<file path="config.mk">
export PLATFORM = sky130hd
export DESIGN_NAME = jk_seq_ctrl_311
export DESIGN_NICKNAME = d
export VERILOG_FILES = /design/src/rtl/jk_seq_ctrl_311.sv
export SDC_FILE = /design/constraint.sdc
export NUM_CORES = 1
export LEC_CHECK = 0
export ABC_CLOCK_PERIOD_IN_PS = 2450
export CAP_MARGIN = 15
export CORE_AREA = 5 5 68 70
export CTS_CLUSTER_SIZE = 30
export DETAILED_ROUTE_END_ITERATION = 16
export DIE_AREA = 0 0 73 75
export HOLD_SLACK_MARGIN = 0.03
export REMOVE_ABC_BUFFERS = 1
export SETUP_SLACK_MARGIN = 0.05
export SLEW_MARGIN = 20
export SYNTH_ARGS = -nofsm -noshare
export SYNTH_HDL_FRONTEND = slang
export SYNTH_SLANG_ARGS = --single-unit
</file>
<file path="constraint.sdc">
create_clock -name clk_311 -period 2.45 [get_ports clk_311]
set_clock_uncertainty 0.05 [all_clocks]
set_input_delay 0.3675 -clock clk_311 [delete_from_list [all_inputs] [get_ports clk_311]]
set_output_delay 0.3675 -clock clk_311 [all_outputs]
set_load 0.03 [all_outputs]
</file>
<file path="src/rtl/jk_seq_ctrl_311.sv">
// Sequencing controller for a bank of JK flip-flops: accepts one command, drives
// per-bit J/K vectors for the required number of edges, then pulses done.
module jk_seq_ctrl_311 #(
  parameter int WIDTH = 4,
  parameter int CNT_W = 8
) (
  input  logic             clk_311,
  input  logic             reset,
  input  logic             start_311,
  input  logic [2:0]       op_311,
  input  logic [WIDTH-1:0] data_311,
  input  logic [CNT_W-1:0] steps_311,
  output logic             busy_311,
  output logic             done_311,
  output logic [WIDTH-1:0] j_311,
  output logic [WIDTH-1:0] k_311,
  output logic [WIDTH-1:0] q_311,
  output logic [WIDTH-1:0] qb_311
);

  typedef enum logic [1:0] {IDLE, RUN, DONE} state_t;

  localparam logic [2:0] OP_HOLD   = 3'b000;
  localparam logic [2:0] OP_LOAD   = 3'b001;
  localparam logic [2:0] OP_CLEAR  = 3'b010;
  localparam logic [2:0] OP_SET    = 3'b011;
  localparam logic [2:0] OP_TOGGLE = 3'b100;
  localparam logic [2:0] OP_UP     = 3'b101;
  localparam logic [2:0] OP_DOWN   = 3'b110;
  localparam logic [2:0] OP_SHIFT  = 3'b111;

  state_t           state, state_nxt;
  logic [2:0]       op_l;
  logic [WIDTH-1:0] data_l;
  logic [WIDTH-1:0] q;
  logic [CNT_W-1:0] cnt;
  logic             accept;
  logic             zero_multi;

  // Bit i toggles when every lower bit matches the carry/borrow condition.
  function automatic logic [WIDTH-1:0] prefix_and(input logic [WIDTH-1:0] v);
    logic [WIDTH-1:0] r;
    logic             acc;
    acc = 1'b1;
    for (int i = 0; i < WIDTH; i++) begin
      r[i] = acc;
      acc  = acc & v[i];
    end
    return r;
  endfunction

  assign accept     = (state == IDLE) && start_311;
  assign zero_multi = op_311[2] && (steps_311 == '0);

  always_ff @(posedge clk_311) begin
    if (reset) state <= IDLE;
    else       state <= state_nxt;
  end

  always_comb begin
    state_nxt = state;
    unique case (state)
      IDLE:    if (start_311) state_nxt = zero_multi ? DONE : RUN;
      RUN:     if (cnt == CNT_W'(1)) state_nxt = DONE;
      DONE:    state_nxt = IDLE;
      default: state_nxt = IDLE;
    endcase
  end

  always_comb begin
    busy_311 = (state == RUN);
    done_311 = (state == DONE);
    j_311    = '0;
    k_311    = '0;
    if (state == RUN) begin
      unique case (op_l)
        OP_HOLD:   begin j_311 = '0;  k_311 = '0;      end
        OP_LOAD:   begin j_311 = data_l; k_311 = ~data_l; end
        OP_CLEAR:  begin j_311 = '0;  k_311 = '1;      end
        OP_SET:    begin j_311 = '1;  k_311 = '0;      end
        OP_TOGGLE: begin j_311 = '1;  k_311 = '1;      end
        OP_UP:     begin j_311 = prefix_and(q);  k_311 = prefix_and(q);  end
        OP_DOWN:   begin j_311 = prefix_and(~q); k_311 = prefix_and(~q); end
        OP_SHIFT:  begin
          j_311 = {q[WIDTH-2:0], data_l[0]};
          k_311 = {~q[WIDTH-2:0], ~data_l[0]};
        end
        default:   begin j_311 = '0;  k_311 = '0;      end
      endcase
    end
  end

  // Single-step ops run for exactly one edge regardless of steps_311.
  always_ff @(posedge clk_311) begin
    if (reset) begin
      op_l   <= '0;
      data_l <= '0;
      cnt    <= '0;
      q      <= '0;
    end else if (accept) begin
      op_l   <= op_311;
      data_l <= data_311;
      cnt    <= op_311[2] ? steps_311 : CNT_W'(1);
    end else if (state == RUN) begin
      q   <= (j_311 & ~q) | (~k_311 & q);
      cnt <= cnt - CNT_W'(1);
    end
  end

  assign q_311  = q;
  assign qb_311 = ~q;

endmodule

</file>
==> results.cfg, run 1 <==
[sta]
finalCritPeriodShare_pct = 93.8
setup_viol = 0
hold_viol_final = 0
worst_pin_slew_ps = 517
drv_slew = 0
worst_slack_ps = 151
maxSlewHeadroom_pct = 65.5
rsz0062_at_grt = false
fin_crit_ps = 2300
fmax_ghz = 0.435
timing.setup.tns_ps = 0

[hold_path]
hold_class = flip-flop to flip-flop

[pwr]
power.switching_mw = 0.375
vdd_drop_max_uv = 357
leakagePower_nw = 0.707
powerDensity_nw_per_um2 = 543
swShare_pct = 36.0
clkPwrFrac_pct = 22.5
p_seq_share_pct = 41.5
p_int_mw = 0.667
comb_power_share_pct = 36.0

[cts]
cts_sinks = 21
insertion_delay_ps = 260
cts_max_path_buffers = 2
numCtsBuffers = 3
tritoncts = built
path_clk_slew_ps = 90
cts_max_level = 1
cts_hold_buf = 0
cts_root_buf = clkbuf_8

[routing]
drc = 0
routed_wl_mm = 3.84
vias = 1482
met3_length_um = 208
postRouteAntennaNets = 0
drt_iter0_markers = 113
wire_per_inst_um = 14.2
routed-wl-met2_mm = 1.87
routedLengthMet1_mm = 1.73
drt-pass1-iter-count = 4
vias_per_cell = 5.47
highest_layer = met4

[floorplan]
start_util_pct = 38.1
die_x_um = 73
std_cell_rows = 23
die_area_um2 = 5480
dieHeight_um = 75
ioPinCount = 36
core_area_um2 = 3910

[worst_setup_path]
worst-endpoint-required_ps = 2030
crit_path_max_fanout = 19
worstSetupPathType = flip-flop to output port
critPathCaptureType = output port
arrival_ps = 1880
startpoint_type = flip-flop

[global_routing]
grt-ovfl-total = 0
grt_pass1_vias = 1366
grt_usage_pct = 14.4
antenna_found_initial = 0
grt_pass1_wl_mm = 6.28
grt_max_degree = 20

[cells_and_area]
final-seq-area_um2 = 428
design_area_um2 = 1920
multiInputGateArea_um2 = 925
utilization_pct = 49.0
drive_gt1_share_pct = 15.8
num_antenna_cells = 0
n_fill_cell = 390
area_delta_synth_final_pct = 28.7
fin_nets = 242

[placed_design]
pre_cts_slack_ps = 23.8
dpl_cell_area_um2 = 1870
gp_routability_congestion = 0.853
post-dp-hpwl_mm = 2.97
numPortBuffers = 35

[logic_synthesis]
synth_cell_types = 57
ys_async_sr_fraction_pct = 0
synth-seq-cells = 21
synth_top_area_cell = dfxtp_1
synth_edf_count = 0
synth_flop_cell = dfxtp_1
syn_inst = 189
avgSynthCellArea_um2 = 7.89
synth_warnings = 0
synth_top_area_share_pct = 28.2
synth_area_leaders = dfxtp_1 28%, a21oi_1 6.4%, nand2_1 4.8%, buf_4 3.0%, nor2_1 2.8%
ys_seq_area_share_pct = 28.2
syn_area_um2 = 1490

[run_status]
status = completed

[flow_run]
drv_cap = 0
-- synthesized netlist by cell type, types with 2 or more instances --
master    instances
dfxtp_1          21
nor2b_1           3
o221a_2           2
o31a_1            3
ha_1              2
nand3_1           8
a21oi_1          19
and2_1            2
a211oi_1          4
a21o_1            3
or2_2             2
inv_1            10
nor4_1            2
nor3_1            8
nand2_1          19
nor2_1           11
nor3b_1           2
clkbuf_1          3
buf_2             6
nand2b_1          5
and3_1            2
o22ai_1           2
a31oi_1           3
buf_4             6
buf_6             2
o21ai_0           8
-- worst paths after layout --
check                               start         to  cells after the start  slack, ps
worst max-delay path              op_l[1]   j_311[1]                      4        150
worst min-delay path            data_l[3]  data_l[3]                      2        420
worst max register to register   state[0]     cnt[7]                      5        850
worst min register to register  data_l[3]  data_l[3]                      2        420
-- power by group through the flow --
stage / sequential [mW] / clock [mW] / combinational (mW)
after floorplan: 0.436 / 0 / 0.237
after global placement: 0.436 / 0 / 0.373
after detailed placement: 0.438 / 0 / 0.380
after CTS: 0.431 / 0.248 / 0.375
after global routing: 0.438 / 0.262 / 0.412
final: 0.432 / 0.234 / 0.376
-- cell families (layout without fill, tap and decap cells) --
kind of cell,count (synthesis),count (layout),share of synthesized area (%)
AO/OA/AOI/OAI,62,62,30.4
XOR/XNOR,1,1,0.587
adder cells (fa/ha/maj),2,2,1.68
buffers and inverters,27,59,9.82
flip-flops,21,21,28.2
multiplexers,1,1,0.755
AND/OR/NAND/NOR,75,75,28.6
-- worst max-delay path, cell delays in order, from the launching register on --
cell	delay (ps)
dfxtp_4	410
or2_2	330
o22ai_1	210
nor3_1	70
clkdlybuf4s50_1	590
-- layout by cell type (no fill, tap or decap), types with 3 or more instances in the layout --
cell / count
nor3_1: 8
a21o_1: 3
dfxtp_2: 3
clkdlybuf4s50_1: 29
o31a_1: 3
nor2b_1: 3
dlygate4sd2_1: 6
a21oi_1: 19
nand2b_1: 5
nand2_1: 19
inv_1: 10
buf_4: 10
a211oi_1: 4
nand3_1: 8
clkbuf_8: 3
dfxtp_1: 17
nor2_1: 11
a31oi_1: 3
o21ai_0: 8
-- stage by stage --
| stage | power, mW | hold WS (ps) | std cells |
|---|---|---|---|
| floorplan | 0.674 | 376 | 172 |
| global placement | 0.808 | 402 | 267 |
| detailed placement | 0.818 | 412 | 267 |
| CTS | 1.05 | 425 | 271 |
| global route | 1.11 | 444 | 271 |
| finish | 1.04 | 417 | 271 |
-- layer usage --
layer	global-route usage [%]	up-vias
met2	24.8	37
met1	18.1	691
li1	-	750
met3	2.27	4
met4	5.33	0
met5	0	-
-- flip-flops by register name, summed over array words and instances (netlist names) --
| signal | flops |
|---|---|
| q_311 | 4 |
| cnt | 8 |
| state | 2 |
| op_l | 3 |
| data_l | 4 |
-- layout make-up --
class / instances / share of cell area (%)
clock inverters: 1 / 0.391
flip-flops and latches: 21 / 22.3
multi-input cells: 141 / 48.2
well taps: 50 / 3.26
repair buffers: 45 / 21.8
inverters: 10 / 1.96
clock buffers: 3 / 2.15
-- timing repair --
item	CTS	global route
endpoints found under the setup margin	8	0
resized for setup	11	0
setup buffers	0	0
Note: power is estimated with default switching activity, not from simulation.
==> inputs of run 2 (changes only) <==
--- a/config.mk
+++ b/config.mk
@@ -11,9 +11,11 @@
 export CTS_CLUSTER_SIZE = 30
 export DETAILED_ROUTE_END_ITERATION = 16
 export DIE_AREA = 0 0 73 75
+export DONT_BUFFER_PORTS = 1
 export HOLD_SLACK_MARGIN = 0.03
 export REMOVE_ABC_BUFFERS = 1
 export SETUP_SLACK_MARGIN = 0.05
+export SKIP_CTS_REPAIR_TIMING = 1
 export SLEW_MARGIN = 20
 export SYNTH_ARGS = -nofsm -noshare
 export SYNTH_HDL_FRONTEND = slang
==> results.cfg, run 2 (same netlist as run 1, synthesis figures left out) <==
[worst_setup_path]
critPathCaptureType = output port
r2r_start = q_311[1]
worst-endpoint-required_ps = 2030
r2r_slack_ps = 630
crit_path_max_fanout = 11
startpoint_type = flip-flop
worstSetupPathType = flip-flop to output port
arrival_ps = 1840
reg2reg_to = q_311[3]
ff2ff_path_depth = 4

[pwr]
leakagePower_nw = 0.550
total_power_mw = 0.972
powerDensity_nw_per_um2 = 619
vdd_drop_max_uv = 242

[cells_and_area]
n_fill_cell = 428
num_antenna_cells = 0
fin_nets = 207
largest_register_ffs = 8
drive_gt1_share_pct = 16.7
final_common_cell = dfxtp_1
final_cell_mix = 21 x dfxtp_1, 19 x nand2_1, 19 x a21oi_1
largest-register = cnt
area_delta_synth_final_pct = 5.29
utilization_pct = 40.1

[sta]
setup_viol = 0
timing.setup.tns_ps = 0
maxSlewHeadroom_pct = 52.3
finalCritPeriodShare_pct = 92.3
fin_crit_ps = 2260
worst_pin_slew_ps = 713
drv_slew = 0
hold_viol_final = 0
rsz0062_at_grt = false
fmax_ghz = 0.442

[cts]
cts_max_level = 1
cts_root_buf = clkbuf_8
insertion_delay_ps = 260
cts_max_path_buffers = 2
numCtsBuffers = 3
tritoncts = built
cts_sinks = 21
path_clk_slew_ps = 80

[placed_design]
post-dp-hpwl_mm = 2.61
numPortBuffers = 0
gp_routability_congestion = 0.783

[global_routing]
grt_pass1_wl_mm = 5.74
grt-ovfl-total = 0
antenna_found_initial = 0
grt_pass1_vias = 1221
grt_max_degree = 25
grt_usage_pct = 13.3

[hold_path]
min_to = state[1]
holdPathStages = 1
min_from = reset
hold_class = input port to flip-flop

[floorplan]
die_x_um = 73
dieHeight_um = 75
std_cell_rows = 23
ioPinCount = 36
core_area_um2 = 3910
start_util_pct = 38.1
die_area_um2 = 5480

[routing]
wire_per_inst_um = 15.0
drt_iter0_markers = 81
routed_wl_mm = 3.55
vias = 1373
vias_per_cell = 5.82
drt-pass1-iter-count = 4
drc = 0
postRouteAntennaNets = 0

[run_status]
status = completed

[flow_run]
drv_cap = 0
==> run 2: per-stage QoR <==
step                hold slack (ps)  instances  cell area (um^2)  setup slack (ps)
finish                          115        236              1570               189
floorplan                       376        172              1380               375
CTS                             111        236              1570               160
global route                   99.3        236              1570              69.0
global placement                385        232              1520               459
detailed placement              391        232              1520               454
==> run 2: final cells by class <==
cell class / instances / area [um^2] / share of cell area, %
clock buffer: 4 / 45.0 / 2.87
inverter: 10 / 37.5 / 2.39
multi-input combinational: 141 / 930 / 59.2
sequential: 21 / 420 / 26.8
tap: 50 / 62.6 / 3.98
timing repair buffer: 10 / 75.1 / 4.78
==> run 2: worst max path at each step <==
stage               startpoint  endpoint  slack (ps)  cells after the start
floorplan             q_311[0]  k_311[1]         370                      3
global placement       op_l[2]  k_311[1]         460                      3
detailed placement     op_l[2]  k_311[1]         450                      3
CTS                    op_l[2]  k_311[1]         160                      3
global route           op_l[2]  j_311[3]          70                      6
finish                 op_l[2]  j_311[3]         190                      6
==> run 2: routing by layer <==
metal  global-route usage (%)  wire, um
met1                     16.2      1610
met2                     22.8      1630
met3                     4.27       288
met4                     3.07        28
met5                        0         0
==> run 2: worst max-delay path, stage by stage, from the launching register on <==
cell     delay (ps)
dfxtp_1         520
buf_4           240
inv_1            60
o221a_2         280
a21oi_1         240
nor2_1           70
buf_4           170
==> run 2: report_power, final <==
group | total [mW] | internal, mW | switching [mW]
Combinational | 0.310 | 0.130 | 0.180
Clock | 0.232 | 0.116 | 0.116
Sequential | 0.430 | 0.377 | 0.0532
